==> src/rtl/gtp_pkg.sv <==
`default_nettype none
// +----------------------------------------------------------------------+
// | gtp_pkg: control-word field positions and arbiter state encoding     |
// | Rev 1.0                                                              |
// +----------------------------------------------------------------------+
package gtp_pkg;

  localparam int CW_FLAG    = 15;
  localparam int CW_CHAN_HI = 14;
  localparam int CW_CHAN_LO = 9;
  localparam int CW_LEN_HI  = 8;
  localparam int CW_LEN_LO  = 1;
  localparam int CW_ODD     = 0;

  localparam logic [15:0] CW_FILLER = 16'h8000;

  typedef enum logic [1:0] {
    IDLE  = 2'd0,
    PROBE = 2'd1,
    BODY  = 2'd2
  } gtp_state_t;

endpackage
`default_nettype wire

==> src/rtl/rr_pick.sv <==
`default_nettype none
// +----------------------------------------------------------------------+
// | rr_pick: first set request after i_ptr, searching modulo NFIFO       |
// | Rev 1.0                                                              |
// +----------------------------------------------------------------------+
module rr_pick #(
  parameter int NFIFO = 4,
  parameter int PW    = 2
) (
  input  logic [NFIFO-1:0] i_req,
  input  logic [PW-1:0]    i_ptr,
  output logic             o_found,
  output logic [PW-1:0]    o_idx
);

  logic [PW-1:0] w_k;

  // Walk from farthest to nearest so the nearest hit is the last one written.
  always_comb begin
    o_found = 1'b0;
    o_idx   = '0;
    w_k     = '0;
    for (int i = NFIFO; i >= 1; i--) begin
      w_k = PW'((int'(i_ptr) + i) % NFIFO);
      if (i_req[w_k]) begin
        o_found = 1'b1;
        o_idx   = w_k;
      end
    end
  end

endmodule
`default_nettype wire

==> src/rtl/gtparb.sv <==
`default_nettype none
// +----------------------------------------------------------------------+
// | gtparb: round-robin block reader for the gtp FIFOs                   |
// | Rev 1.0                                                              |
// +----------------------------------------------------------------------+
module gtparb
  import gtp_pkg::*;
#(
  parameter int NFIFO = 4,
  parameter int TMO   = 1023
) (
  input  logic             gtp_clk,
  input  logic             rst,
  input  logic [NFIFO-1:0] fifo_empty,
  input  logic [NFIFO-1:0] fifo_have,
  output logic [NFIFO-1:0] fifo_give,
  input  logic [31:0]      fifo_dat,
  input  logic             out_rdy,
  output logic [31:0]      out_dat,
  output logic             out_vld,
  output logic             out_sob,
  output logic             out_eob,
  output logic             busy,
  output logic [31:0]      blk_cnt,
  output logic             err_cw,
  output logic             err_tmo
);

  localparam int PW  = $clog2(NFIFO);
  localparam int WCW = $clog2(TMO);
  localparam logic [WCW-1:0] c_WCNT_LAST = WCW'(TMO - 1);

  gtp_state_t     r_state, w_state_nx;
  logic [PW-1:0]  r_ptr, w_ptr_nx;
  logic [PW-1:0]  r_sel, w_sel_nx;
  logic [7:0]     r_rem, w_rem_nx;
  logic [WCW-1:0] r_wcnt, w_wcnt_nx;
  logic [31:0]    r_out_dat, r_blk_cnt;
  logic           r_out_vld, r_out_sob, r_out_eob, r_err_cw, r_err_tmo;
  logic           w_found, w_take, w_flag;
  logic           w_fwd, w_sob, w_eob, w_done, w_cwerr, w_tmo;
  logic [PW-1:0]  w_idx;
  logic [7:0]     w_len;

  rr_pick #(.NFIFO(NFIFO), .PW(PW)) u_pick (
    .i_req   (~fifo_empty),
    .i_ptr   (r_ptr),
    .o_found (w_found),
    .o_idx   (w_idx)
  );

  // Gating give with out_rdy in the same cycle means nothing is in flight
  // once the sink drops ready.
  always_comb begin
    fifo_give = '0;
    if ((r_state == PROBE || r_state == BODY) && out_rdy)
      fifo_give[r_sel] = 1'b1;
  end

  assign w_take = fifo_have[r_sel] & fifo_give[r_sel];
  assign w_flag = fifo_dat[CW_FLAG];
  assign w_len  = fifo_dat[CW_LEN_HI:CW_LEN_LO];

  always_comb begin
    w_state_nx = r_state;
    w_ptr_nx   = r_ptr;
    w_sel_nx   = r_sel;
    w_rem_nx   = r_rem;
    w_wcnt_nx  = r_wcnt;
    w_fwd      = 1'b0;
    w_sob      = 1'b0;
    w_eob      = 1'b0;
    w_done     = 1'b0;
    w_cwerr    = 1'b0;
    w_tmo      = 1'b0;
    case (r_state)
      IDLE: begin
        if (w_found) begin
          w_sel_nx   = w_idx;
          w_state_nx = PROBE;
        end
      end
      PROBE: begin
        if (out_rdy) begin
          w_ptr_nx   = r_sel;
          w_state_nx = IDLE;
          if (w_take && w_flag) begin
            w_fwd    = 1'b1;
            w_sob    = 1'b1;
            w_rem_nx = w_len;
            if (w_len == 8'd0) begin
              w_eob  = 1'b1;
              w_done = 1'b1;
            end else begin
              w_ptr_nx   = r_ptr;
              w_wcnt_nx  = '0;
              w_state_nx = BODY;
            end
          end else if (w_take) begin
            w_cwerr = 1'b1;
          end
        end
      end
      BODY: begin
        if (w_take) begin
          w_fwd     = 1'b1;
          w_rem_nx  = r_rem - 8'd1;
          w_wcnt_nx = '0;
          if (r_rem == 8'd1) begin
            w_eob      = 1'b1;
            w_done     = 1'b1;
            w_ptr_nx   = r_sel;
            w_state_nx = IDLE;
          end
        end else if (out_rdy) begin
          if (r_wcnt == c_WCNT_LAST) begin
            w_tmo      = 1'b1;
            w_ptr_nx   = r_sel;
            w_state_nx = IDLE;
          end else begin
            w_wcnt_nx = r_wcnt + 1'b1;
          end
        end
      end
      default: w_state_nx = IDLE;
    endcase
  end

  always_ff @(posedge gtp_clk or posedge rst) begin
    if (rst) r_state <= IDLE;
    else     r_state <= w_state_nx;
  end

  always_ff @(posedge gtp_clk or posedge rst) begin
    if (rst) begin
      r_ptr     <= PW'(NFIFO - 1);
      r_sel     <= '0;
      r_rem     <= '0;
      r_wcnt    <= '0;
      r_out_dat <= '0;
      r_out_vld <= 1'b0;
      r_out_sob <= 1'b0;
      r_out_eob <= 1'b0;
      r_blk_cnt <= '0;
      r_err_cw  <= 1'b0;
      r_err_tmo <= 1'b0;
    end else begin
      r_ptr     <= w_ptr_nx;
      r_sel     <= w_sel_nx;
      r_rem     <= w_rem_nx;
      r_wcnt    <= w_wcnt_nx;
      r_out_vld <= w_fwd;
      r_out_sob <= w_sob;
      r_out_eob <= w_eob;
      r_err_cw  <= w_cwerr;
      r_err_tmo <= w_tmo;
      if (w_fwd)  r_out_dat <= fifo_dat;
      if (w_done) r_blk_cnt <= r_blk_cnt + 32'd1;
    end
  end

  assign out_dat = r_out_dat;
  assign out_vld = r_out_vld;
  assign out_sob = r_out_sob;
  assign out_eob = r_out_eob;
  assign blk_cnt = r_blk_cnt;
  assign err_cw  = r_err_cw;
  assign err_tmo = r_err_tmo;
  assign busy    = (r_state != IDLE);

endmodule
`default_nettype wire
==> config.mk <==
export PLATFORM = sky130hd
export DESIGN_NAME = gtparb
export DESIGN_NICKNAME = d
export VERILOG_FILES = /design/src/rtl/gtp_pkg.sv /design/src/rtl/rr_pick.sv /design/src/rtl/gtparb.sv
export SDC_FILE = /design/constraint.sdc
export NUM_CORES = 1
export LEC_CHECK = 0
export ABC_CLOCK_PERIOD_IN_PS = 4300
export CAP_MARGIN = 20
export CORE_ASPECT_RATIO = 0.8
export CORE_MARGIN = 5
export CORE_UTILIZATION = 30
export CTS_CLUSTER_DIAMETER = 80
export DETAILED_ROUTE_END_ITERATION = 10
export GPL_TIMING_DRIVEN = 0
export PLACE_DENSITY_LB_ADDON = 0.25
export SYNTH_ARGS = -nofsm -noshare
export SYNTH_HDL_FRONTEND = slang
export SYNTH_SLANG_ARGS = --single-unit
==> constraint.sdc <==
create_clock -name gtp_clk -period 4.3 [get_ports gtp_clk]
set_clock_uncertainty 0.1 [all_clocks]
set_input_delay 0.86 -clock gtp_clk [delete_from_list [all_inputs] [get_ports gtp_clk]]
set_output_delay 0.86 -clock gtp_clk [all_outputs]
set_load 0.02 [all_outputs]
Word level (Yosys, flattened, before mapping)
Index checks and enable logic that the tools add are counted.
{"block": "word_totals", "register_bits": 93, "inputBits": 43, "output_inout_bits": 74, "wordCells": 123}
{"block": "op_classes", "n_addsub": 7, "n_lt_le_gt_ge": 6, "eq_ne": 14, "mux": 69, "bitwise_logic": 2, "reduce_logical": 13}
{"cell": "$mux 10", "n": 6}
{"cell": "$mux 2", "n": 19}
{"cell": "$add 32x1->32 const B", "n": 1}
{"cell": "$mux 1", "n": 27}
{"cell": "$mux 8", "n": 3}
{"cell": "$pmux 10 s2", "n": 1}
{"cell": "$pmux 8 s2", "n": 1}
{"cell": "$lt 2x3->1 const B", "n": 5}
{"cell": "$bmux 1 s2", "n": 6}
{"cell": "$reduce_and 6->1", "n": 2}
{"cell": "$add 10x1->10 const B", "n": 1}
{"cell": "$eq 10x10->1 const B", "n": 1}
{"cell": "$ne 3x2->1 const B", "n": 3}
{"cell": "$eq 8x1->1 const B", "n": 1}
{"cell": "$logic_not 8->1", "n": 1}
{"cell": "$sub 8x1->8 const B", "n": 1}
{"cell": "$ne 2x2->1 const B", "n": 3}
{"cell": "$ne 3x3->1 const B", "n": 2}
{"cell": "$pmux 2 s3", "n": 1}
{"cell": "$reduce_and 5->1", "n": 1}
{"cell": "$add 2x1->2 const B", "n": 2}
{"cell": "$add 2x2->2 const B", "n": 2}
{"cell": "$mux 4", "n": 1}
{"cell": "$ne 2x1->1 const B", "n": 2}
{"cell": "other kinds (14)", "n": 18}

Depth between registers and ports, before layout
{"block": "logic_depth", "depth_word": 12, "mapped_depth": 9, "mapped_depth_nobuf": 7}

Hierarchy
Synthesis repeated with hierarchy kept, for this count alone.
{"block": "hier_totals", "hier_cells": 396, "area_unflattened_um2": 4454.3}
{"module": "gtparb", "n_inst": 1, "cells_each": 382, "area_per_inst_um2": 4362.9, "seq_area_each_um2": 2329.7}
{"module": "rr_pick", "n_inst": 1, "cells_each": 14, "area_per_inst_um2": 91.3, "seq_area_each_um2": 0.0}

Worst setup path after synthesis
OpenSTA, ideal clock, no wires.
{"block": "synth_timing", "path_kind": "input port to flip-flop", "startpoint": "in fifo_dat[1]", "endpoint": "reg r_blk_cnt[22], in the netlist blk_cnt[22]", "setup_time_ps": 130, "arrival_time_ps": 2247, "required_ps": 4070, "setup_slack_ps": 1823, "cell_stages": 5, "n_path_buf": 0, "cell_sequence": "nor4_2 -> nand4_2 -> a2111oi_4 -> nand4_1 -> xnor2_1"}
{"block": "synth_via", "elab_chain_cells": 5}
{"item": "from (decl)", "line": "gtparb.sv:17", "source": "input logic [31:0] fifo_dat,"}
{"item": "$logic_not 8->1", "line": "gtparb.sv:91", "source": "if (w_len == 8'd0) begin"}
{"item": "$mux 1", "line": "gtparb.sv:91"}
{"item": "$mux 1", "line": "gtparb.sv:87", "source": "if (w_take && w_flag) begin"}
{"item": "$mux 1", "line": "gtparb.sv:84", "source": "if (out_rdy) begin"}
{"item": "$pmux 1 s2", "line": "gtparb.sv:76", "source": "case (r_state)"}
{"item": "to (signal assigned)", "line": "gtparb.sv:158", "source": "if (w_done) r_blk_cnt <= r_blk_cnt + 32'd1;"}
{"item": "to (decl)", "line": "gtparb.sv:38", "source": "logic [31:0] r_out_dat, r_blk_cnt;"}
No other way between the ends.
A chain may end at the register's enable or synchronous reset.

Worst setup path in the final report
{"block": "layout_timing", "startpoint": "in out_rdy", "endpoint": "out fifo_give[3]"}
{"block": "layout_via", "elab_chain_cells": 2}
{"item": "from (decl)", "line": "gtparb.sv:18", "source": "input logic out_rdy,"}
{"item": "$logic_and 1x1->1", "line": "gtparb.sv:56", "source": "if ((r_state == PROBE || r_state == BODY) && out_rdy)"}
{"item": "$mux 4", "line": "gtparb.sv:56"}
{"item": "to (decl)", "line": "gtparb.sv:16", "source": "output logic [NFIFO-1:0] fifo_give,"}
No other way between the ends.

==> metrics.md <==
| Metric | Value |
|---|---|
| Met1 Use GR | 16.5% |
| Pwr Total | 3340 uW |
| Layout area overhead | 39.3% |
| Top_reg_cell synth | dfrtp_1 |
| First-pass GRT wire length | 18,700 um |
| Worst R2R End | out_dat[26]$_DFFE_PP0P_ |
| EDFF count, synth | 0 |
| Hold buffer count at CTS | 0 |
| Met3 Usage GRT | 4.90% |
| Root buffer cell | clkbuf_16 |
| Final GP Congestion | 0.825 |
| Synthesized Nets | 440 |
| CTS sink cnt | 93 |
| Worst setup path start | out_rdy |
| Final Cycle Share | 77.8% |
| Vias per inst | 4.93 |
| R2r setup slk | 1450 ps |
| Final Hold Fails | 0 |
| Top cells by area, synth | dfrtp_1 52%, mux2_2 9.2%, xnor2_1 5.6% |
| CP required | 3340 ps |
| Vias | 3,475 |
| Maximum vdd drop | 0.300 mV |
| Crit path arrival time | 2380 ps |
| PortBufs | 116 |
| Seq/Total Area, Yosys | 52.8% |
| Netlist cell types | 56 |
| Mapped Area | 4410 um^2 |
| GRT Util Overall | 13.0% |
| Hold wc startpoint | blk_cnt[31]$_DFFE_PP0P_ |
| Die area | 17,200 um^2 |
| Initial drt markers | 180 |
| Largest net degree at the start of global routing | 62 |
| Routed WL per cell | 15.6 um |
| Share of cells above drive strength 1 | 13.8% |
| Final worst setup slack | 956 ps |
| Post-DP Area | 5830 um^2 |
| CTS clk-pin slew, worst paths | 60 ps |
| FFs w/ async S/R, synth | 100% |
| Slew @ Worst Pin | 819 ps |
| RSZ-0062 raised after global routing | false |
| Most common cell in the netlist | dfrtp_1 |
| Critical path launch point type | input pin |
| Post-layout instance area | 6150 um^2 |
| Post-Place Worst Slack | 749 ps |
| Max frequency | 299 MHz |
| Initial Util | 30.8% |
| Setup TNS | 0 ps |
| R2R depth | 7 |
| Top-area cell type share of the netlist area | 51.6% |
| Slew Limit Fails | 0 |
| Final WL | 11,000 um |
| Initial antenna violation count | 0 |
| Hold endpoint | blk_cnt[31]$_DFFE_PP0P_ |
| Final #Nets | 568 |
| CP Class | in2out |
| Critical-path cell list | clkdlybuf4s50_1, nand3_1, nor2_1, clkdlybuf4s50_1 |
| Register bit total from synthesis | 93 |
| Rel. slew slack | 45.1% |
| ANT nets after route | 0 |
| CTS tree | built |
| Post-DP HPWL | 8400 um |
| Hold_ws | 376 ps |
| Number of global-route vias before repair | 3,575 |
| Core area | 14,300 um^2 |
| R2r startpoint | r_state[0]$_DFFE_PP0P_ |
| Clock buffer count from CTS | 9 |
| Die Ht | 118 um |
| Clock Tree Buf Depth | 2 |
| Top Ports | 117 |
| Crit. End Element | primary output |
| Hold Crit Depth | 1 |
| Final setup violation count | 0 |
| Most crowded layer after global routing | met2 |
| CP most frequent cell | clkdlybuf4s50_1 |
| Critical Path Slowest Stage Cell | clkdlybuf4s50_1 |
| Resize count post-CTS | 0 |
| Synth warn | 0 |
| H-tree depth | 3 |
| Power per cell area | 544 nW/um^2 |
| Max_cap viols | 0 |
| DIE WIDTH | 146 um |
| Crit-path max FO | 7 |
| Post-CTS setup buffer count | 0 |
| DRT Pass-1 Iters | 4 |
| Number of remaining DRC errors | 0 |
| Gate Count Post-Synth | 389 |
| Syn_area_per_cell | 11.3 um^2 |
| Worst path max stage delay | 610 ps |
| Pleak | 0.00251 uW |
| Ant diodes | 0 |
| Status | complete, no violations |
| Worst-Skew Late Latency | 340 ps |
| Met2 Resource Use GR | 21.3% |
| Post-layout minimum cycle time | 3340 ps |
| Global route overflow | 0 |
| Yosys top cell by area | dfrtp_1 |
| Synth cell count leaders | 91 x dfrtp_1, 41 x nand2_1, 36 x mux2_2 |
| HP Class | reg2reg |
| Num rows | 39 |
## power breakdown
| group | switching, uW | leakage [uW] | internal [uW] |
|---|---|---|---|
| clock network | 331 | 0.000147 | 506 |
| logic | 634 | 0.00115 | 618 |
| registers | 152 | 0.00121 | 1100 |
| total | 1120 | 0.00251 | 2230 |
## routing by layer
metal	wire, um	vias to the layer above
met4	146	0
met2	5290	91
li1	-	1658
met5	0	-
met1	4830	1713
met3	758	13
## per-stage QoR
step	utilization, %	instances
after floorplan	-	389
after global placement	40.5	689
after detailed placement	40.7	690
after CTS	42.8	705
after global routing	42.8	705
final	42.8	705
## area by class of cell
| cell class | instances | area [um^2] |
|---|---|---|
| clock buffer | 9 | 225 |
| inverter | 15 | 58.8 |
| sequential | 93 | 2330 |
| timing repair buffer | 117 | 1190 |
| buffer | 10 | 46.3 |
| multi-input combinational | 271 | 1980 |
| tap | 184 | 230 |
| clock inverter | 6 | 88.8 |
| fill | 1388 | 8200 |
## cell usage in the layout, fill, tap and decap left out, drive strengths merged, types with 2 or more instances in the layout
cell	Yosys	final
clkdlybuf4s50	0	116
nor2	14	14
a21boi	2	2
o21ai	13	13
o22ai	2	2
inv	15	15
clkbuf	4	13
clkinvlp	0	2
nor4	7	7
mux2i	5	5
and3	7	7
nand3	24	24
a21oi	18	18
a211oi	2	2
a2111oi	2	2
and2	3	3
and4	5	5
o32ai	2	2
nor3b	2	2
xnor2	28	28
dfrtp	91	91
clkinv	0	2
bufinv	0	2
a41oi	2	2
mux2	36	36
o211ai	2	2
dfstp	2	2
nand2b	3	3
a31oi	8	8
or3	2	2
nand4	13	13
nand2	41	41
buf	6	7
ha	8	8
xor2	3	3
## logic make-up (layout without fill, tap and decap cells)
family | count (synthesis) | in the layout | share of synthesized area, %
fa+ha+maj | 8 | 8 | 2.27
compound gates | 64 | 64 | 10.2
buf+inv | 25 | 157 | 2.33
xor+xnor | 31 | 31 | 6.15
mux | 42 | 42 | 10.8
flops | 93 | 93 | 52.8
simple gates | 126 | 126 | 15.5
## worst max-delay path: cells and delay by family
family,cells,cell delay (ps)
simple gates,2,300
buf+inv,2,1220
## worst max path at each step
| stage | end | slack, ps | depth (start not counted) |
|---|---|---|---|
| 3_5_place_dp | blk_cnt[6]$_DFFE_PP0P_ | 750 | 6 |
| 3_3_place_gp | out_dat[1]$_DFFE_PP0P_ | -580 | 2 |
| 4_1_cts | fifo_give[3] | 950 | 4 |
| 5_1_grt | fifo_give[3] | 860 | 4 |
| 2_1_floorplan | blk_cnt[0]$_DFFE_PP0P_ | 920 | 1 |
| 6_report | fifo_give[3] | 960 | 4 |
## state kept, by name, indices dropped and copies added (netlist names)
register / flops
out_eob: 1
r_wcnt: 10
out_dat: 32
err_tmo: 1
r_ptr: 2
err_cw: 1
blk_cnt: 32
r_rem: 8
r_sel: 2
out_vld: 1
out_sob: 1
r_state: 2
(Power assumes the default switching activity.)
